[src/rtl/pipe_ctrl.sv]
// pipe_ctrl: central sequencer for the F/D/E/W pipeline.
//
// Produces the per-stage update codes (00 hold, 01 advance, 10 flush/bubble)
// for fdreg, dereg and ewreg, plus the PC enable and redirect select.
// Resolves multi-cycle E waits, load-use hazards, taken redirects from E,
// stop/halt, and external I/O stalls.
//
// Optional feature: define PIPE_CTRL_PERF_EN to build the cycle and stall
// performance counters; otherwise perf_* are tied to zero.
//
// Ports:
//   clk, rstn       clock, asynchronous active-low reset
//   io_stall        external memory/UART not ready; freezes everything
//   resume          one-cycle pulse that leaves HALT
//   de_wait_time    extra E cycles needed by the instruction in E
//   de_stop         instruction in E is a stop
//   de_is_load      instruction in E is a load
//   de_rw, de_rd    E destination bank/write-enable and register
//   d_rs, d_rt      D sources, bit 5 = bank
//   e_redirect      E resolved a taken branch/jump/jr this cycle
//   fd/de/ew_update stage register update codes
//   pc_en           PC may load its next value
//   pc_redirect     PC takes the E target instead of pc+4
//   halted          core is in HALT
//   perf_cycles     non-reset cycle count
//   perf_stalls     cycles with fd_update != advance

module pipe_ctrl #(
    parameter int unsigned WAIT_W = 5,
    parameter int unsigned PERF_W = 32
) (
    input  logic              clk,
    input  logic              rstn,
    input  logic              io_stall,
    input  logic              resume,
    input  logic [WAIT_W-1:0] de_wait_time,
    input  logic              de_stop,
    input  logic              de_is_load,
    input  logic [1:0]        de_rw,
    input  logic [4:0]        de_rd,
    input  logic [5:0]        d_rs,
    input  logic [5:0]        d_rt,
    input  logic              e_redirect,
    output logic [1:0]        fd_update,
    output logic [1:0]        de_update,
    output logic [1:0]        ew_update,
    output logic              pc_en,
    output logic              pc_redirect,
    output logic              halted,
    output logic [PERF_W-1:0] perf_cycles,
    output logic [PERF_W-1:0] perf_stalls
);

    localparam int unsigned UPD_W = 2;

    localparam logic [UPD_W-1:0] UPD_HOLD  = 2'b00;
    localparam logic [UPD_W-1:0] UPD_ADV   = 2'b01;
    localparam logic [UPD_W-1:0] UPD_FLUSH = 2'b10;

    typedef enum logic [1:0] {
        S_RUN     = 2'd0,
        S_WAIT    = 2'd1,
        S_RELEASE = 2'd2,
        S_HALT    = 2'd3
    } state_t;

    state_t            state;
    state_t            state_nxt;
    logic [WAIT_W-1:0] cnt;
    logic [WAIT_W-1:0] cnt_nxt;

    logic              rs_match;
    logic              rt_match;
    logic              load_use;

    // Load-use: E writes a register that D reads (bank and index both match).
    always_comb begin
        rs_match = (de_rw[1] == d_rs[5]) && (de_rd == d_rs[4:0]);
        rt_match = (de_rw[1] == d_rt[5]) && (de_rd == d_rt[4:0]);
        load_use = de_is_load && (de_rw != 2'b00) && (rs_match || rt_match);
    end

    // State and wait counter register.
    always_ff @(posedge clk or negedge rstn) begin
        if (!rstn) begin
            state <= S_RUN;
            cnt   <= '0;
        end else begin
            state <= state_nxt;
            cnt   <= cnt_nxt;
        end
    end

    // Next-state and stage control.
    always_comb begin
        state_nxt   = state;
        cnt_nxt     = cnt;
        fd_update   = UPD_HOLD;
        de_update   = UPD_HOLD;
        ew_update   = UPD_HOLD;
        pc_en       = 1'b0;
        pc_redirect = 1'b0;
        halted      = 1'b0;

        if (rstn) begin
            halted = (state == S_HALT);

            if (io_stall) begin
                // Whole pipeline frozen; state and counter keep their values.
                state_nxt = state;
            end else begin
                case (state)
                    S_HALT: begin
                        ew_update = UPD_FLUSH;
                        if (resume) begin
                            state_nxt = S_RUN;
                        end
                    end

                    S_WAIT: begin
                        ew_update = UPD_FLUSH;
                        if (cnt != '0) begin
                            cnt_nxt = cnt - WAIT_W'(1);
                        end
                        if (cnt <= WAIT_W'(1)) begin
                            state_nxt = S_RELEASE;
                        end
                    end

                    S_RUN, S_RELEASE: begin
                        if ((state == S_RUN) && (de_wait_time != '0)) begin
                            // Hold E for de_wait_time cycles; the last held
                            // cycle hands off to RELEASE.
                            ew_update = UPD_FLUSH;
                            cnt_nxt   = de_wait_time - WAIT_W'(1);
                            state_nxt = (de_wait_time == WAIT_W'(1)) ? S_RELEASE : S_WAIT;
                        end else begin
                            state_nxt = S_RUN;
                            if (de_stop) begin
                                // Stop retires, younger stages squashed.
                                fd_update = UPD_FLUSH;
                                de_update = UPD_FLUSH;
                                ew_update = UPD_ADV;
                                state_nxt = S_HALT;
                            end else if (e_redirect) begin
                                // Redirect beats load-use: D is squashed anyway.
                                fd_update   = UPD_FLUSH;
                                de_update   = UPD_FLUSH;
                                ew_update   = UPD_ADV;
                                pc_en       = 1'b1;
                                pc_redirect = 1'b1;
                            end else if (load_use) begin
                                // One bubble into E while F/D hold.
                                fd_update = UPD_HOLD;
                                de_update = UPD_FLUSH;
                                ew_update = UPD_ADV;
                            end else begin
                                fd_update = UPD_ADV;
                                de_update = UPD_ADV;
                                ew_update = UPD_ADV;
                                pc_en     = 1'b1;
                            end
                        end
                    end

                    default: begin
                        state_nxt = S_RUN;
                    end
                endcase
            end
        end
    end

`ifdef PIPE_CTRL_PERF_EN
    // Free-running cycle and front-end stall counters, wrapping.
    always_ff @(posedge clk or negedge rstn) begin
        if (!rstn) begin
            perf_cycles <= '0;
            perf_stalls <= '0;
        end else begin
            perf_cycles <= perf_cycles + PERF_W'(1);
            if (fd_update != UPD_ADV) begin
                perf_stalls <= perf_stalls + PERF_W'(1);
            end
        end
    end
`else
    assign perf_cycles = '0;
    assign perf_stalls = '0;
`endif

endmodule

[config.mk]
export PLATFORM = sky130hd
export DESIGN_NAME = pipe_ctrl
export DESIGN_NICKNAME = d
export VERILOG_FILES = /design/src/rtl/pipe_ctrl.sv
export SDC_FILE = /design/constraint.sdc
export NUM_CORES = 1
export LEC_CHECK = 0
export BUFFER_PORTS_ARGS = -buffer_cell sky130_fd_sc_hd__buf_2
export CORE_ASPECT_RATIO = 1.5
export CORE_MARGIN = 2
export CORE_UTILIZATION = 40
export DETAILED_ROUTE_END_ITERATION = 6
export PLACE_DENSITY_LB_ADDON = 0.08
export SLEW_MARGIN = 15
export SYNTH_ARGS = -nofsm -noshare
export SYNTH_HDL_FRONTEND = slang
export SYNTH_SLANG_ARGS = --single-unit
[constraint.sdc]
create_clock -name clk -period 2.3 [get_ports clk]
set_clock_uncertainty 0.15 [all_clocks]
set_input_delay 0.23 -clock clk [delete_from_list [all_inputs] [get_ports clk]]
set_output_delay 0.23 -clock clk [all_outputs]
set_load 0.05 [all_outputs]
==> reports/results.tsv <==
metric	value	unit
category of the worst setup path capture point	primary output	
final weighted congestion in routability-driven placement	0.892	
grt total ovfl	0	
count of unique library cells instantiated by Yosys	40	
status	finished clean	
Post-Syn Area	0.00132	mm2
Final HPWL DP	2520	um
# diodes	0	
post-layout instance count excluding filler cells	261	
synthesized instance count	169	
leakage	0.847	nW
asr flop ratio synth	100	%
unrepaired setup endpoints after global routing	yes	
Chip Width	51.0	um
yosys synthesis warning count	0	
area added between synthesis and finish	19.9	%
source-to-sink clock delay at the later pin of the worst-skew pair	0.23	ns
post-layout minimum cycle time	2.30	ns
Total Nets Final	258	
maximum fanout along the worst path	6	
final worst-path cycle share	99.8	%
height of the die	74.4	um
count of boundary I/O pins	104	
postcts setup bufs	0	
main area contributors after synthesis	sky130_fd_sc_hd__buf_4 37%, sky130_fd_sc_hd__dfrtp_1 13%, sky130_fd_sc_hd__xor2_1 5.3%, sky130_fd_sc_hd__ha_1 4.7%, sky130_fd_sc_hd__xnor2_1 4.0%	
clock buffers created by TritonCTS	3	
top flip-flop cell by instance count after synthesis	sky130_fd_sc_hd__dfrtp_1	
drt first pass iters	4	
number of register bits inferred by synthesis	7	
count leader, synth	sky130_fd_sc_hd__buf_4	
max-slew violation total from the final report	0	
startpoint types	primary input	
maximum vdd drop	0.000568	V
post-route antenna net violation count	0	
final wirelength	2920	um
average instance area after synthesis	7.83	um2
Min-Delay Path Class	primary input to register	
clock sink total	7	
Worst-path clk slew	0.05	ns
number of endpoints with negative hold slack in the final report	0	
count of buffers inserted at the top-level ports	39	
initial antenna violation count	0	
power density relative to cell area	796	mW/mm2
number of design rule violations left after detail routing	0	
via density per instance	4.28	
Worst EP arrival	1.92	ns
fraction of synthesized cell area taken by the top area cell type	36.9	%
category of the most critical setup path	primary input to primary output	
Worst Hold Slack	0.165	ns
vias after detailed routing	1116	
Fillers	327	
share of final-layout standard cells stronger than drive strength 1	32.1	%
Req. time, crit path	1.92	ns
synth cell count leaders	65 x sky130_fd_sc_hd__buf_4, 10 x sky130_fd_sc_hd__o21ai_0, 9 x sky130_fd_sc_hd__inv_1	
maximum level of the CTS H-tree	1	
overall power after layout	1.26	mW
cell type with the highest aggregate area in the netlist	sky130_fd_sc_hd__buf_4	
sequential element share of the synthesized area	13.2	%
count of routing violations after the opening detailed-route iteration	12	
average wire per standard cell	11.2	um
final setup violation count	0	
vias in the first global route	1019	
std cell rows	25	
max-cap violations	0	
CTS tree	done	
largest net degree at the start of global routing	17	
Total Routing Usage GR	14.4	%
maximum clock path buffer count	2	
area enclosed by the die boundary	0.00379	mm2
Core Area	0.00316	mm2
Peak Freq	0.435	GHz
initial standard-cell utilization of the core	41.9	%
EDFF count, synth	0	
number of cells after detailed placement	256	
first-pass GRT wire length	4150	um
cell chosen for the clock root	sky130_fd_sc_hd__clkbuf_8	
through the flow:
stage               cell area [um2]  worst slack, ns  setup TNS, ns  utilization, %
floorplan                      1620           -0.205         -0.394               -
global placement               1450           -0.133         -0.541            46.0
detailed placement             1450           -0.160         -0.681            46.0
CTS                            1570          -0.0379         -0.138            49.7
global route                   1590          -0.0424         -0.188            50.2
finish                         1590          0.00345              0            50.2
critical path: stages:
cell and delay (ns):
sky130_fd_sc_hd__buf_12 0.11, sky130_fd_sc_hd__inv_12 0.04, sky130_fd_sc_hd__ha_4 0.12, sky130_fd_sc_hd__or4b_4 0.46, sky130_fd_sc_hd__and2_4 0.15, sky130_fd_sc_hd__or3_4 0.41
sky130_fd_sc_hd__and2b_2 0.25, sky130_fd_sc_hd__buf_8 0.14
power breakdown:
group	internal, mW	leakage [nW]	switching (mW)
combinational	0.275	0.736	0.564
clock	0.118	0.0255	0.0607
sequential	0.184	0.0850	0.0605
metal layers:
layer / track usage [%] / share of wire [%]
met4: 8.41 / 2.4
met5: 0 / 0
met1: 12.6 / 30
met3: 2.81 / 8.6
met2: 29.3 / 59
repair_timing:
| action | CTS | global route |
|---|---|---|
| hold buffers | 1 | 0 |
| hold endpoints to repair | 7 | 0 |
| pin swaps | 3 | 3 |
| cloned | 0 | 0 |
| setup endpoints to repair | 6 | 7 |
| gates resized for setup | 18 | 4 |
registers in the layout, summed over array words and instances, names as in the netlist:
signal,flops
cnt,5
state,2
cell usage in the layout (no fill, tap or decap), types with 4 or more instances in the layout:
master	netlist	final
sky130_fd_sc_hd__a21oi_1	4	4
sky130_fd_sc_hd__o21ai_0	10	10
sky130_fd_sc_hd__buf_2	0	31
sky130_fd_sc_hd__nand3_1	4	4
sky130_fd_sc_hd__ha_1	5	4
sky130_fd_sc_hd__nand2_1	5	5
sky130_fd_sc_hd__nor2_1	5	5
sky130_fd_sc_hd__xnor2_1	6	6
sky130_fd_sc_hd__buf_6	0	4
sky130_fd_sc_hd__buf_4	65	12
sky130_fd_sc_hd__inv_1	9	7
sky130_fd_sc_hd__dfrtp_1	7	7
sky130_fd_sc_hd__xor2_1	8	8
sky130_fd_sc_hd__conb_1	1	64
kinds of logic after synthesis:
family | share of synthesized area (%)
buffers and inverters | 40.0
AND/OR/NAND/NOR | 16.5
AO/OA/AOI/OAI | 12.9
XOR/XNOR | 9.27
flip-flops | 13.2
adder cells (fa/ha/maj) | 4.73
multiplexers | 3.12
other | 0.284
area by class of cell:
cell class	instances	area [um2]	area share, %
Multi-Input combinational cell	149	897	56.6
Timing Repair Buffer	52	365	23.0
Sequential cell	7	175	11.0
Inverter	9	51.3	3.24
Tap cell	40	50.0	3.16
Clock buffer	3	41.3	2.60
Clock inverter	1	5.00	0.316
final timing paths:
| kind | start | end | slack (ns) | depth (start not counted) |
|---|---|---|---|---|
| max reg2reg | state[1]$_DFFE_PN0P_ | cnt[2]$_DFFE_PN0P_ | 0.53 | 6 |
| min reg2reg | cnt[4]$_DFFE_PN0P_ | cnt[4]$_DFFE_PN0P_ | 0.40 | 2 |
| min in group asynchronous | rstn | cnt[1]$_DFFE_PN0P_ | 0.29 | 3 |
| min | resume | state[0]$_DFFE_PN0P_ | 0.17 | 4 |
| max in group asynchronous | rstn | cnt[2]$_DFFE_PN0P_ | 1.58 | 3 |
| max | de_wait_time[1] | fd_update[1] | 0.003 | 8 |
Power figures use the tool's default switching activity.
